$ cat config.mk
export PLATFORM = sky130hd
export DESIGN_NAME = serial_r_flat
export DESIGN_NICKNAME = d
export VERILOG_FILES = /design/src/rtl/serial_r_if.sv /design/src/rtl/serial_r.sv /design/src/flat_wrapper.sv
export SDC_FILE = /design/constraint.sdc
export NUM_CORES = 1
export LEC_CHECK = 0
export ABC_AREA = 1
export CAP_MARGIN = 20
export CELL_PAD_IN_SITES_DETAIL_PLACEMENT = 2
export CELL_PAD_IN_SITES_GLOBAL_PLACEMENT = 2
export CORE_ASPECT_RATIO = 2
export CORE_UTILIZATION = 38
export DETAILED_ROUTE_END_ITERATION = 10
export HOLD_SLACK_MARGIN = 0.02
export PLACE_DENSITY_LB_ADDON = 0.25
export SLEW_MARGIN = 15
export SYNTH_ARGS = -nofsm -noshare
export SYNTH_HDL_FRONTEND = slang
export SYNTH_SLANG_ARGS = --single-unit
$ cat constraint.sdc
create_clock -name m_clock -period 4.2 [get_ports m_clock]
set_clock_uncertainty 0.15 [all_clocks]
set_input_delay 0.42 -clock m_clock [delete_from_list [all_inputs] [get_ports m_clock]]
set_output_delay 0.42 -clock m_clock [all_outputs]
set_load 0.01 [all_outputs]
$ cat src/rtl/serial_r_if.sv
// Receive-side handshake bundle for serial_r: held byte/valid with ack, plus status pulses.
interface serial_r_if;
  logic       rd_ack;
  logic [7:0] rx_data;
  logic       rx_valid;
  logic       frame_err;
  logic       overrun;
  logic       busy;

  modport master (
    input  rd_ack,
    output rx_data, rx_valid, frame_err, overrun, busy
  );

  modport slave (
    output rd_ack,
    input  rx_data, rx_valid, frame_err, overrun, busy
  );
endinterface

$ cat src/rtl/serial_r.sv
// 8N1 UART receiver: synchronised line, mid-bit sampling, held valid/ack output with
// framing-error and overrun pulses.
//   state   | meaning
//   S_IDLE  | line idle, waiting for rdx_s low
//   S_START | timing to mid start bit to reject glitches
//   S_DATA  | sampling 8 data bits, LSB first, at mid-bit
//   S_STOP  | timing to mid stop bit, deliver byte or flag framing error
//   S_BREAK | line held low after a bad stop, wait for it to return high
module serial_r #(
  parameter int CLKS_PER_BIT = 5208
) (
  input  logic     m_clock,
  input  logic     p_reset,
  input  logic     RDX,
  serial_r_if.master rx
);

  localparam int            CW      = $clog2(CLKS_PER_BIT);
  localparam logic [CW-1:0] HALF_M1 = CW'(CLKS_PER_BIT / 2 - 1);
  localparam logic [CW-1:0] FULL_M1 = CW'(CLKS_PER_BIT - 1);

  typedef enum logic [2:0] {
    S_IDLE,
    S_START,
    S_DATA,
    S_STOP,
    S_BREAK
  } state_t;

  state_t        r_state;
  logic [CW-1:0] r_cnt;
  logic [2:0]    r_bit_idx;
  logic [7:0]    r_shift;
  logic          r_rdx_meta;
  logic          r_rdx_s;
  logic [7:0]    r_rx_data;
  logic          r_rx_valid;
  logic          r_frame_err;
  logic          r_overrun;
  logic          r_busy;

  assign rx.rx_data   = r_rx_data;
  assign rx.rx_valid  = r_rx_valid;
  assign rx.frame_err = r_frame_err;
  assign rx.overrun   = r_overrun;
  assign rx.busy      = r_busy;

  // Synchroniser resets to the idle-high line level so reset release never looks like a start.
  always_ff @(posedge m_clock or negedge p_reset) begin
    if (!p_reset) begin
      r_rdx_meta <= 1'b1;
      r_rdx_s    <= 1'b1;
    end else begin
      r_rdx_meta <= RDX;
      r_rdx_s    <= r_rdx_meta;
    end
  end

  always_ff @(posedge m_clock or negedge p_reset) begin
    if (!p_reset) begin
      r_state     <= S_IDLE;
      r_cnt       <= '0;
      r_bit_idx   <= '0;
      r_shift     <= '0;
      r_rx_data   <= '0;
      r_rx_valid  <= 1'b0;
      r_frame_err <= 1'b0;
      r_overrun   <= 1'b0;
      r_busy      <= 1'b0;
    end else begin
      r_frame_err <= 1'b0;
      r_overrun   <= 1'b0;
      if (rx.rd_ack && r_rx_valid) r_rx_valid <= 1'b0;

      case (r_state)
        S_IDLE: begin
          if (!r_rdx_s) begin
            r_state <= S_START;
            r_cnt   <= '0;
            r_busy  <= 1'b1;
          end
        end
        S_START: begin
          if (r_cnt == HALF_M1) begin
            if (!r_rdx_s) begin
              r_state   <= S_DATA;
              r_cnt     <= '0;
              r_bit_idx <= '0;
            end else begin
              r_state <= S_IDLE;
              r_busy  <= 1'b0;
            end
          end else begin
            r_cnt <= r_cnt + 1'b1;
          end
        end
        S_DATA: begin
          if (r_cnt == FULL_M1) begin
            r_cnt     <= '0;
            r_shift   <= {r_rdx_s, r_shift[7:1]};
            r_bit_idx <= r_bit_idx + 3'd1;
            if (r_bit_idx == 3'd7) r_state <= S_STOP;
          end else begin
            r_cnt <= r_cnt + 1'b1;
          end
        end
        S_STOP: begin
          if (r_cnt == FULL_M1) begin
            r_cnt <= '0;
            if (r_rdx_s) begin
              // A coincident ack frees the holding register, so that case is not an overrun.
              r_rx_data  <= r_shift;
              r_rx_valid <= 1'b1;
              r_overrun  <= r_rx_valid && !rx.rd_ack;
              r_state    <= S_IDLE;
              r_busy     <= 1'b0;
            end else begin
              r_frame_err <= 1'b1;
              r_state     <= S_BREAK;
            end
          end else begin
            r_cnt <= r_cnt + 1'b1;
          end
        end
        S_BREAK: begin
          if (r_rdx_s) begin
            r_state <= S_IDLE;
            r_busy  <= 1'b0;
          end
        end
        default: begin
          r_state <= S_IDLE;
          r_busy  <= 1'b0;
        end
      endcase
    end
  end

endmodule

$ cat src/flat_wrapper.sv
// flat-port wrapper written by rule: the top's interface ports become plain ports
module serial_r_flat 
#(
  parameter int CLKS_PER_BIT = 5208
)
  (m_clock, p_reset, RDX, rx_rd_ack, rx_rx_data, rx_rx_valid, rx_frame_err, rx_overrun, rx_busy);
  serial_r_if rx_i ();
  input  logic m_clock;
  input  logic p_reset;
  input  logic RDX;
  input wire logic [$bits(rx_i.rd_ack)-1:0] rx_rd_ack;
  output wire logic [$bits(rx_i.rx_data)-1:0] rx_rx_data;
  output wire logic [$bits(rx_i.rx_valid)-1:0] rx_rx_valid;
  output wire logic [$bits(rx_i.frame_err)-1:0] rx_frame_err;
  output wire logic [$bits(rx_i.overrun)-1:0] rx_overrun;
  output wire logic [$bits(rx_i.busy)-1:0] rx_busy;
  assign rx_i.rd_ack = rx_rd_ack;
  assign rx_rx_data = rx_i.rx_data;
  assign rx_rx_valid = rx_i.rx_valid;
  assign rx_frame_err = rx_i.frame_err;
  assign rx_overrun = rx_i.overrun;
  assign rx_busy = rx_i.busy;
  serial_r #(.CLKS_PER_BIT(CLKS_PER_BIT)) u_core (.m_clock(m_clock), .p_reset(p_reset), .RDX(RDX), .rx(rx_i));
endmodule
# --- Yosys cells after proc, flatten, opt, wreduce, memory -nomap -nowiden ---
# Cells that the tools add are included.
word_totals:
  regBits: 41
  in_bits: 4
  output_inout_bits: 12
  word_cells: 72
op_classes:
  addsub: 2
  n_eq_ne: 14
  muxes: 32
  bitwise_logic: 1
  reduce_logical: 12
op_table:
  columns: ["op", "n"]
  rows:
  - ["$mux 13", 3]
  - ["$pmux 13 s3", 1]
  - ["$mux 3", 10]
  - ["$pmux 3 s5", 1]
  - ["$mux 1", 14]
  - ["$add 13x1->13 const B", 1]
  - ["$eq 13x12->1 const B", 1]
  - ["$eq 13x13->1 const B", 1]
  - ["$ne 2x1->1 const B", 5]
  - ["$reduce_and 4->1", 2]
  - ["$eq 3x2->1 const B", 2]
  - ["$eq 3x3->1 const B", 2]
  - ["$pmux 3 s2", 1]
  - ["$reduce_and 6->1", 1]
  - ["$pmux 1 s5", 1]
  - ["$ne 2x2->1 const B", 2]
  - ["$add 3x1->3 const B", 1]
  - ["$eq 3x1->1 const B", 1]
  - ["$logic_not 3->1", 1]
  - ["$reduce_and 3->1", 1]
  - ["$reduce_bool 3->1", 1]
  - ["$logic_and 1x1->1", 2]
  - ["$mux 2", 1]
  - ["$reduce_and 2->1", 1]
  - ["4 further kinds", 4]

# --- Logic depth before layout (Yosys ltp) ---
depth:
  depth_word: 5
  ltp_mapped: 12
  mapped_depth_nobuf: 11

# --- Worst setup path after synthesis ---
# Ideal clock, no wire load.
synth_path:
  path_type: "register -> register"
  start: "reg u_core.r_cnt[1]"
  end: "reg u_core.r_cnt[5]"
  setup_ns: 0.113
  t_arrival_ns: 1.350
  required_ns: 3.937
  setup_slack_ns: 2.587
  stages_incl_launch_ff: 12
  path_buffers: 1
  period_less_slack_ns: 1.613
  cell_sequence: "dfrtp_1 > ha_1 > nand2_2 > nor2_1 > nand3_1 > nand2_2 > nand2_4 > buf_6 > nand2_1 > nand2_1 > nand2_1 > inv_1"
synth_between:
  elab_chain_cells: 3
  word_cells_on_any_way: 6
  cone_classes: "add/sub: 1; eq/ne: 2; mux: 3"
synth_rtl:
  columns: ["item", "line_no", "rtl"]
  rows:
  - ["start, declared", "serial_r.sv:31", "logic [CW-1:0] r_cnt;"]
  - ["start signal, assigned", "serial_r.sv:94", "r_cnt <= r_cnt + 1'b1;"]
  - ["start signal, assigned", "serial_r.sv:104", "r_cnt <= r_cnt + 1'b1;"]
  - ["start signal, assigned", "serial_r.sv:122", "r_cnt <= r_cnt + 1'b1;"]
  - ["$add 13x1->13, or another cell as far along", "serial_r.sv:94, serial_r.sv:104, serial_r.sv:122", null]
  - ["$mux 13 (on tied branches)", "serial_r.sv:98, serial_r.sv:108, serial_r.sv:84", null]
  - ["$pmux 13 s3 *", "serial_r.sv:75", "case (r_state)"]
# Every way passes the cells marked *; elsewhere a longest branch is shown, timed or not.
# A chain may end at the register's enable or synchronous reset.

# --- Worst setup path in the final report ---
layout_path:
  start: "reg u_core.r_cnt[1]"
  end: "reg u_core.r_state[2]"
layout_between:
  elab_chain_cells: 3
  word_cells_on_any_way: 6
  cone_classes: "eq/ne: 5; reduce/logical: 1"
layout_rtl:
  columns: ["item", "line_no", "rtl"]
  rows:
  - ["$eq 13x13->1 / $eq 13x12->1 (equally long branches)", "serial_r.sv:98, serial_r.sv:108, serial_r.sv:84", null]
  - ["$ne 2x1->1 (no source line)", null, null]
  - ["$reduce_and 6->1 (no source line) *", null, null]
  - ["end signal, assigned", "serial_r.sv:102", "if (r_bit_idx == 3'd7) r_state <= S_STOP;"]
  - ["end signal, assigned", "serial_r.sv:115", "r_state <= S_IDLE;"]
  - ["end signal, assigned", "serial_r.sv:119", "r_state <= S_BREAK;"]
  - ["end, declared", "serial_r.sv:30", "state_t r_state;"]
# Marked as above.

==> results.toml <==
[run_status]
status = "complete, no violations"

[logic_synthesis]
syn_avg_cell_area_sq_um = 7.828
syn_nets = 311
yosysSeqAreaShare_pct = 43.22
yosysWarnings = 0
yosysUniqueCellTypes = 32
yosys_register_bits = 41
syn_inst = 304
syn_area_sq_um = 2380

[global_route]
grt_pass1_vias = 2351
antenna_found_initial = 0
grt_max_degree = 42
grt_usage_pct = 23.95
grt.overflow.total = 0
grt_first_pass_wirelength_um = 11500

[placement]
dp_hpwl_um = 5333
io_buffers = 15
postPlaceCellArea_sq_um = 2517
place_congestion = 0.8544

[worst_setup_path]
crit_chain = "ha_1, nand2_2, nor2_1, nand3_1, nand2_1, nand2_1, nor2_1, nand3b_1, nand2_1"
worst-setup-path-type = "flip-flop to flip-flop"
crit_slowest_cell = "dfrtp_1"
crit_buf_inv = 0
crit_fanout = 5
critPathMostFrequentCell = "nand2_1"
startpoint_type = "flip-flop"
arrival_ns = 2.03
worstReg2RegStart = "u_core.r_cnt[1]$_DFFE_PN0P_"
crit_path_max_incr_delay_ns = 0.41
startpoint = "u_core.r_cnt[1]$_DFFE_PN0P_"
crit_family = "simple AND/OR/NAND/NOR gates"
end_kind = "flip-flop"
cp.required_ns = 4.26

[clock_network]
htree_levels = 2
cts-buffers-inserted = 5
cts_tree = "done"
post_cts_resize_count = 0
hold_buffers = 0
cts_root_buffer = "clkbuf_16"
clockBufferDepth = 2
clk_latency_ns = 0.29
cts.sinks = 41
postCtsSetupRepairBufs = 0
clk_pin_slew_ns = 0.06

[layout]
fin_util_pct = 44.58
drive_gt1_share_pct = 15.72
synthToLayoutAreaGrowth_pct = 12.51
final_area_sq_um = 2678
final_cell_mix = "nand2_1, dfrtp_1, inv_1"
final_common_cell = "nand2_1"
num-fill-cells = 699
nNetsFinal = 325
antenna_cells = 0

[die]
initial_core_util_pct = 39.62
dieArea_sq_um = 6602
io_pins = 16
die_w_um = 57.96
rows = 40
die_y_um = 113.9
coreArea_sq_um = 6006

[sta]
tns_ns = 0
drv_slew = 0
fin_crit_sh_pct = 46.71
worstMarginPinSlew_ns = 0.9571
setup_viol = 0
slew_headroom_pct = 36.20
fmax_mhz = 509.7
rsz0062_at_grt = "false"
period_minus_slack_ns = 1.962
hold_violations = 0

[pwr]
p_leak_nw = 1.287
power-per-cell-area_nw_per_um2 = 316.3
ir_worst_vdd_mv = 0.2974

[route]
antenna_left = 0
dr.first_iter.drc_count = 38
vias_per_cell = 5.310
wirelength_um = 7015
first_pass_iters = 4
drc_errors = 0
vias = 2023
wl_per_cell_um = 18.41

[hold_path]
hold_class = "primary input to async pin"

[run]
drv_cap = 0
==> synthesized netlist by cell type, drive strengths merged <==
cell type	instances	area [sq um]
ha	3	37.54
buf	8	86.34
or2	1	6.260
a21oi	4	23.77
nand3	22	132.6
nand4	3	18.77
dfrtp	39	975.9
o21ai	35	209.0
o211ai	1	7.510
nor3	1	5.000
dfstp	2	52.55
nand2	101	426.7
nand3b	1	7.510
inv	43	168.9
o21bai	1	7.510
o31ai	1	7.510
xor2	1	8.760
nor2	37	197.7
==> metal layers <==
metal  global-route usage, %  wire length [um]  up-vias
li1                        -                 -      975
met3                   3.515               137       17
met5                       0                 0        -
met2                   47.89              4257       25
met4                   11.90               282        0
met1                   21.91              2338     1006
==> final timing paths <==
kind                                                    to  slack, ns  cells after the start
max                          u_core.r_state[2]$_DFFE_PN0P_       2.24                      9
min                            u_core.r_cnt[5]$_DFFE_PN0P_       0.12                      1
max reg2reg                  u_core.r_state[2]$_DFFE_PN0P_       2.24                      9
min reg2reg                       u_core.r_rdx_s$_DFF_PN1_       0.20                      0
max in group asynchronous  u_core.r_bit_idx[0]$_DFFE_PN0P_       3.17                      1
min in group m_clock              u_core.r_rdx_s$_DFF_PN1_       0.20                      0
==> per-stage QoR <==
step / setup slack [ns] / instances / hold WS (ns) / total power [W]
2_1_floorplan: 2.587 / 304 / -0.02559 / 0.0004084
3_3_place_gp: 2.305 / 374 / 0.1986 / 0.0004198
3_5_place_dp: 2.258 / 374 / 0.1973 / 0.0004205
4_1_cts: 2.227 / 381 / 0.1657 / 0.0008569
5_1_grt: 2.035 / 381 / 0.2092 / 0.0008741
6_report: 2.238 / 381 / 0.1212 / 0.0008469
==> cells by family after synthesis <==
family | Yosys count | synth area share (%)
and+or+nand+nor | 166 | 33.39
buffers and inverters | 51 | 10.73
AOI/OAI and AO/OA | 42 | 10.73
DFF | 41 | 43.22
adders and majority gates | 3 | 1.577
xor gates and xnor gates | 1 | 0.3681
==> cell type report <==
| cell class | instances | area (sq um) | share of cell area (%) |
|---|---|---|---|
| multi-input combinational | 212 | 1096 | 40.93 |
| sequential | 41 | 1028 | 38.41 |
| inverter | 43 | 168.9 | 6.308 |
| timing repair buffer | 15 | 145.1 | 5.421 |
| clock buffer | 5 | 125.1 | 4.673 |
| tap | 63 | 78.83 | 2.944 |
| clock inverter | 2 | 35.03 | 1.308 |
==> registers in the layout, indices dropped and copies added (netlist names) <==
register	count
u_core.r_bit_idx	3
u_core.r_cnt	13
u_core.r_rdx_meta	1
u_core.r_rdx_s	1
u_core.r_shift	8
u_core.r_state	3
u_core.rx.busy	1
u_core.rx.frame_err	1
u_core.rx.overrun	1
u_core.rx.rx_data	8
u_core.rx.rx_valid	1
==> power by group <==
part,internal (W),leakage (nW),total (W),switching (W)
registers,0.000397,0.546,0.000399,0.00000177
logic,0.00000294,0.662,0.0000139,0.0000109
clock network,0.000276,0.0797,0.000434,0.000158
Note: power is estimated with default switching activity, not from simulation.
